### config.mk
export PLATFORM = sky130hd
export DESIGN_NAME = instr_fetch_unit_flat
export DESIGN_NICKNAME = d
export VERILOG_FILES = /design/src/rtl/instr_fetch_unit_if.sv /design/src/rtl/instr_fetch_unit.sv /design/src/flat_wrapper.sv
export SDC_FILE = /design/constraint.sdc
export NUM_CORES = 1
export LEC_CHECK = 0
export ABC_AREA = 1
export BUFFER_PORTS_ARGS = -buffer_cell sky130_fd_sc_hd__buf_4
export CELL_PAD_IN_SITES_DETAIL_PLACEMENT = 1
export CELL_PAD_IN_SITES_GLOBAL_PLACEMENT = 1
export CORE_MARGIN = 3
export CORE_UTILIZATION = 46
export DETAILED_ROUTE_END_ITERATION = 8
export GPL_TIMING_DRIVEN = 0
export PLACE_DENSITY = 0.88
export SYNTH_ARGS = -nofsm -noshare
export SYNTH_HDL_FRONTEND = slang
export SYNTH_SLANG_ARGS = --single-unit
### constraint.sdc
create_clock -name clk -period 7.1 [get_ports clk]
set_input_delay 0.355 -clock clk [delete_from_list [all_inputs] [get_ports clk]]
set_output_delay 0.355 -clock clk [all_outputs]
set_load 0.05 [all_outputs]
### src/rtl/instr_fetch_unit_if.sv
// instr_fetch_unit_if: memory-side req/gnt/rvalid bus and decoder-side valid/ready bus of the fetch unit.
interface instr_fetch_unit_if #(
  parameter int AWIDTH = 16,
  parameter int DWIDTH = 32
);
  logic              imem_req;
  logic [AWIDTH-1:0] imem_addr;
  logic              imem_gnt;
  logic              imem_rvalid;
  logic [DWIDTH-1:0] imem_rdata;
  logic              redirect;
  logic [AWIDTH-1:0] redirect_pc;
  logic              instr_valid;
  logic [DWIDTH-1:0] instr_out;
  logic [AWIDTH-1:0] instr_pc;
  logic              instr_ready;
  logic              busy;
  modport master (
    output imem_req, imem_addr, instr_valid, instr_out, instr_pc, busy,
    input  imem_gnt, imem_rvalid, imem_rdata, redirect, redirect_pc, instr_ready
  );
  modport slave (
    input  imem_req, imem_addr, instr_valid, instr_out, instr_pc, busy,
    output imem_gnt, imem_rvalid, imem_rdata, redirect, redirect_pc, instr_ready
  );
endinterface

### src/rtl/instr_fetch_unit.sv
// instr_fetch_unit: PC owner issuing in-order word fetches into a small FIFO feeding the decoder, with redirect/flush.
module instr_fetch_unit #(
  parameter int                AWIDTH     = 16,
  parameter int                DWIDTH     = 32,
  parameter logic [AWIDTH-1:0] RESET_PC   = '0,
  parameter int                FIFO_DEPTH = 2,
  parameter logic [DWIDTH-1:0] NOP_WORD   = 32'h00078000
) (
  input logic clk,
  input logic rst,
  instr_fetch_unit_if.master bus
);
  localparam int PW = $clog2(FIFO_DEPTH);
  localparam int CW = PW + 1;
  typedef enum logic [1:0] {S_BOOT, S_RUN, S_FLUSH} state_t;
  state_t            r_state, w_state_n;
  logic [AWIDTH-1:0] r_pc, r_rsp_pc;
  logic [CW-1:0]     r_out, r_disc, r_cnt, w_out_n, w_disc_n;
  logic [PW-1:0]     r_wp, r_rp;
  logic [DWIDTH-1:0] r_data [FIFO_DEPTH];
  logic [AWIDTH-1:0] r_fpc  [FIFO_DEPTH];
  logic              w_acc, w_rv, w_push, w_pop;
  assign w_acc    = bus.imem_req & bus.imem_gnt;
  // responses with nothing outstanding (e.g. left over from before a reset) are ignored
  assign w_rv     = bus.imem_rvalid & (r_out != '0);
  assign w_push   = w_rv & (r_disc == '0) & ~bus.redirect;
  assign w_pop    = bus.instr_valid & bus.instr_ready;
  assign w_out_n  = r_out + CW'(w_acc) - CW'(w_rv);
  assign w_disc_n = bus.redirect ? w_out_n : r_disc - CW'(w_rv && r_disc != '0);
  always_comb begin
    w_state_n       = r_state;
    if (r_state == S_BOOT) w_state_n = S_RUN;
    else if (r_state == S_RUN) w_state_n = (bus.redirect && w_out_n != '0) ? S_FLUSH : S_RUN;
    else w_state_n = (w_disc_n == '0) ? S_RUN : S_FLUSH;
    bus.imem_req    = (r_state == S_RUN) && !bus.redirect &&
                      ({1'b0, r_cnt} + {1'b0, r_out} < (CW+1)'(FIFO_DEPTH));
    bus.imem_addr   = r_pc;
    bus.busy        = r_state == S_FLUSH;
    bus.instr_valid = (r_cnt != '0) && (r_state != S_FLUSH);
    bus.instr_out   = bus.instr_valid ? r_data[r_rp] : NOP_WORD;
    bus.instr_pc    = bus.instr_valid ? r_fpc[r_rp] : '0;
  end
  always_ff @(posedge clk or posedge rst) begin
    if (rst) begin
      r_state  <= S_BOOT;
      r_pc     <= RESET_PC;
      r_rsp_pc <= RESET_PC;
      r_out    <= '0;
      r_disc   <= '0;
      r_cnt    <= '0;
      r_wp     <= '0;
      r_rp     <= '0;
    end else begin
      r_state <= w_state_n;
      r_out   <= w_out_n;
      r_disc  <= w_disc_n;
      if (bus.redirect) begin
        r_pc     <= bus.redirect_pc;
        r_rsp_pc <= bus.redirect_pc;
        r_cnt    <= '0;
        r_wp     <= '0;
        r_rp     <= '0;
      end else begin
        if (w_acc) r_pc <= r_pc + 1'b1;
        if (w_push) begin
          r_wp     <= r_wp + 1'b1;
          r_rsp_pc <= r_rsp_pc + 1'b1;
        end
        if (w_pop) r_rp <= r_rp + 1'b1;
        r_cnt <= r_cnt + CW'(w_push) - CW'(w_pop);
      end
    end
  end
  // the pc of each kept response is implied by order: next expected pc advances per push
  always_ff @(posedge clk) begin
    if (w_push) begin
      r_data[r_wp] <= bus.imem_rdata;
      r_fpc[r_wp]  <= r_rsp_pc;
    end
  end
endmodule

### src/flat_wrapper.sv
// flat-port wrapper written by rule: the top's interface ports become plain ports
module instr_fetch_unit_flat 
#(
  parameter int                AWIDTH     = 16,
  parameter int                DWIDTH     = 32,
  parameter logic [AWIDTH-1:0] RESET_PC   = '0,
  parameter int                FIFO_DEPTH = 2,
  parameter logic [DWIDTH-1:0] NOP_WORD   = 32'h00078000
)
  (clk, rst, bus_imem_req, bus_imem_addr, bus_instr_valid, bus_instr_out, bus_instr_pc, bus_busy, bus_imem_gnt, bus_imem_rvalid, bus_imem_rdata, bus_redirect, bus_redirect_pc, bus_instr_ready);
  instr_fetch_unit_if #(.AWIDTH(AWIDTH), .DWIDTH(DWIDTH)) bus_i ();
  input logic clk;
  input logic rst;
  output wire logic [$bits(bus_i.imem_req)-1:0] bus_imem_req;
  output wire logic [$bits(bus_i.imem_addr)-1:0] bus_imem_addr;
  output wire logic [$bits(bus_i.instr_valid)-1:0] bus_instr_valid;
  output wire logic [$bits(bus_i.instr_out)-1:0] bus_instr_out;
  output wire logic [$bits(bus_i.instr_pc)-1:0] bus_instr_pc;
  output wire logic [$bits(bus_i.busy)-1:0] bus_busy;
  input wire logic [$bits(bus_i.imem_gnt)-1:0] bus_imem_gnt;
  input wire logic [$bits(bus_i.imem_rvalid)-1:0] bus_imem_rvalid;
  input wire logic [$bits(bus_i.imem_rdata)-1:0] bus_imem_rdata;
  input wire logic [$bits(bus_i.redirect)-1:0] bus_redirect;
  input wire logic [$bits(bus_i.redirect_pc)-1:0] bus_redirect_pc;
  input wire logic [$bits(bus_i.instr_ready)-1:0] bus_instr_ready;
  assign bus_imem_req = bus_i.imem_req;
  assign bus_imem_addr = bus_i.imem_addr;
  assign bus_instr_valid = bus_i.instr_valid;
  assign bus_instr_out = bus_i.instr_out;
  assign bus_instr_pc = bus_i.instr_pc;
  assign bus_busy = bus_i.busy;
  assign bus_i.imem_gnt = bus_imem_gnt;
  assign bus_i.imem_rvalid = bus_imem_rvalid;
  assign bus_i.imem_rdata = bus_imem_rdata;
  assign bus_i.redirect = bus_redirect;
  assign bus_i.redirect_pc = bus_redirect_pc;
  assign bus_i.instr_ready = bus_instr_ready;
  instr_fetch_unit #(.AWIDTH(AWIDTH), .DWIDTH(DWIDTH), .RESET_PC(RESET_PC), .FIFO_DEPTH(FIFO_DEPTH), .NOP_WORD(NOP_WORD)) u_core (.clk(clk), .rst(rst), .bus(bus_i));
endmodule
==> summary.txt <==
Outcome
  – Status: finished clean

Placed design
  – RD Place Congestion: between 0.8 and 0.9
  – I/O Buffers: ~120
  – Post-DP HPWL: between 10000 and 15000 um
  – DP Area: roughly 7600 um2

Finish
  – Area Growth Syn to Fin: 27.4%
  – Register area: a little under 4000 um2
  – Fillers: between 1500 and 2000
  – Share of cells above drive strength 1: 0.231
  – Multi-input combinational cell area: between 2000 and 2500 um2
  – Post-layout nets: 877
  – Antenna diodes: 0
  – Post-Layout Inst Area: 8200 um2

Global route
  – Overall Global Routing Usage: 0.250
  – First-pass GRT wire length: approximately 31000 um
  – Initial antenna violation count: 0
  – Congestion Overflow GR: 0
  – Largest net degree at the start of global routing: 34
  – Vias in the first global route: around 5800

Pwr
  – Switching Share: 0.452
  – Leakage power: 3.65 nW
  – Seq pwr share: 0.323
  – Gate power share: 0.437
  – Peak supply drop: a little under 200 uV
  – Net Sw Power: 1.56 mW
  – Internal power: between 1.5 and 2 mW
  – Power Dens Cells: roughly 420 nW/um2
  – Clk pwr share: 0.240

Timing
  – Final min period: between 2 and 3 ns
  – Slew headroom: 0.378
  – Worst Clk Skew: a little over 0.007 ns
  – Setup Viol. Count Final: 0
  – RSZ-0062 raised after global routing: false
  – Hold slack: approximately 0.12 ns
  – Setup_tns: 0 ns
  – F_max: around 390 MHz
  – Final hold vios: 0
  – Max-slew violation count: 0
  – Worst-margin pin slew: roughly 0.93 ns
  – Period utilisation layout: 0.365

Die
  – Die area: roughly 15000 um2
  – Die Wd: ~120 um
  – Core area: roughly 13000 um2
  – I/O pin cnt: 121
  – Row Count: 42
  – DIE HEIGHT: 124 um
  – Initial core utilization: 0.479

Critical path
  – CP endpoint kind: flip-flop
  – CP startpoint kind: flip-flop
  – Reg2Reg Capture Point: u_core.r_state[1]
  – Reg2reg start: u_core.r_cnt[0]
  – Crit-path max FO: 10
  – Required @ worst endpoint: around 7.4 ns
  – Worst reg2reg setup slack: between 4 and 5 ns
  – Critical Path AT: 2.90 ns
  – R2R depth: 12
  – Type of the worst setup path: reg -> reg

Synth
  – Largest area contributor in the netlist: edfxtp_1
  – Seq/Total Area, Yosys: 0.611
  – Avg Cell Area, Syn: 9.61 um2
  – Post-synth top flop: edfxtp_1
  – Number of flops mapped to enable cells by yosys: 96
  – Synthesized cell area: 6440 um2
  – Syn_nets: ~730
  – Top post-synthesis cells by area: edfxtp_1 (45%), dfrtp_1 (16%), nand2_1 (14%)
  – Yosys top cell area share: 0.448
  – Post-synthesis instance total: 670
  – Yosys reg bits: roughly 140
  – Yosys cell types: 38
  – Count leader, synth: nand2_1
  – Synth warn: 0
  – Post-synth top cells: nand2_1 (240), edfxtp_1 (96), inv_1 (60)
  – Post-synth ARST share: 0.304

Min path
  – HP Class: in -> reg
  – Hold endpoint: u_core.r_data[0][17]
  – Hold path start: bus_imem_rdata[17]
  – Worst hold stages: 1

Drt
  – Wire per inst: around 19 um
  – Drt first pass iters: 5
  – DR DRC count: 0
  – DR iter-0 viols: slightly below 400
  – Vias: 5393
  – Vias per inst: 5.38
  – Detail Route Antenna Nets: 0
  – Aggregate routed wire length: around 19000 um

Clock network
  – Clock Sinks: 138
  – Clock-pin slew on the worst setup and hold paths: 0.06 ns
  – CTS tree: built
  – Clock root buffer: clkbuf_16
  – H-tree Lvls: 4
  – Postcts setup bufs: 0
  – PostCTS Resize Cnt: 0
  – Clock Path Buffers: 2
  – CTS Buf Count: 17
  – Clock Latency Late Sink: 0.42 ns

Job
  – Max cap viols: 0
==> layer usage <==
metal	share of wire	track usage	vias up
li1	-	-	2512
met3	0.051	0.0442	34
met5	0	0	-
met4	0.019	0.0690	0
met1	0.41	0.317	2657
met2	0.52	0.440	190
==> critical path, stage by stage (launching register included) <==
cell,delay (ns)
dfrtp_1,0.41
nand2_1,0.09
inv_1,0.05
fa_1,0.45
nor2_1,0.26
nand3_2,0.15
nor2_4,0.26
ha_1,0.30
nand2_1,0.11
o21a_1,0.18
nand3_1,0.09
nand2_1,0.07
nand2_1,0.05
==> how the worst max path moves through the flow <==
stage / start / end / slack, ns / cells after the start
finish: u_core.r_cnt[0] / u_core.r_state[1] / 4.51 / 12
global route: u_core.r_cnt[0] / u_core.r_state[1] / 4.27 / 12
CTS: u_core.r_cnt[0] / u_core.r_state[1] / 4.46 / 12
detailed placement: u_core.r_cnt[0] / u_core.r_state[1] / 4.50 / 12
global placement: u_core.r_disc[1] / u_core.r_data[1][5] / 0.88 / 5
floorplan: u_core.r_disc[1] / u_core.r_data[1][0] / 2.54 / 5
==> state kept, by name, summed over array words and instances, names as in the netlist <==
| signal | cells |
|---|---|
| u_core.r_out | 2 |
| u_core.r_wp | 1 |
| u_core.r_data | 64 |
| u_core.r_cnt | 2 |
| u_core.r_fpc | 32 |
| u_core.r_rp | 1 |
| u_core.bus.imem_addr | 16 |
| u_core.r_state | 2 |
| u_core.r_rsp_pc | 16 |
| u_core.r_disc | 2 |
==> area by class of cell <==
cell class	instances	area share
well taps	176	0.0269
clock inverters	14	0.0150
multi-input cells	446	0.261
plain buffers	22	0.0148
flip-flops and latches	138	0.480
inverters	64	0.0305
repair buffers	126	0.121
clock buffers	17	0.0519
==> per-stage QoR <==
stage	std cells	power [mW]	util	setup slack (ns)
after floorplan	670	2.13	-	2.54
final	1003	3.45	0.610	4.51
after global placement	965	2.54	0.561	0.879
after global routing	1003	3.62	0.610	4.27
after detailed placement	971	2.62	0.568	4.50
after CTS	1003	3.47	0.610	4.46
==> power by group through the flow <==
stage | Clock (mW) | Combinational (mW) | Sequential (mW)
2_1_floorplan | 0 | 0.962 | 1.17
3_3_place_gp | 0 | 1.42 | 1.11
3_5_place_dp | 0 | 1.50 | 1.12
4_1_cts | 0.834 | 1.52 | 1.11
5_1_grt | 0.867 | 1.62 | 1.13
6_report | 0.829 | 1.51 | 1.11
==> cell families after synthesis <==
group / Yosys count / share of synthesized area
DFF: 138 / 0.611
and+or+nand+nor: 351 / 0.235
adders and majority gates: 8 / 0.0167
buffers and inverters: 86 / 0.0577
AOI/OAI and AO/OA: 78 / 0.0672
xor gates and xnor gates: 9 / 0.0122
==> cells in the final DEF, fill, tap and decap left out, types with 9 or more instances in the layout <==
cell type,Yosys,final
buf_2,11,11
nand3_1,54,54
nor2_1,30,30
a21oi_1,51,51
o21ai_0,10,10
clkbuf_16,0,17
edfxtp_1,96,96
dfrtp_1,42,42
buf_4,2,121
nand2_1,240,240
nand4_1,9,9
inv_1,60,58
==> repair_timing <==
item	4_1_cts	5_1_grt
setup endpoints to repair	0	0
hold endpoints to repair	14	0
hold buffers	1	0
No activity file was read; power rests on OpenSTA's default activity.
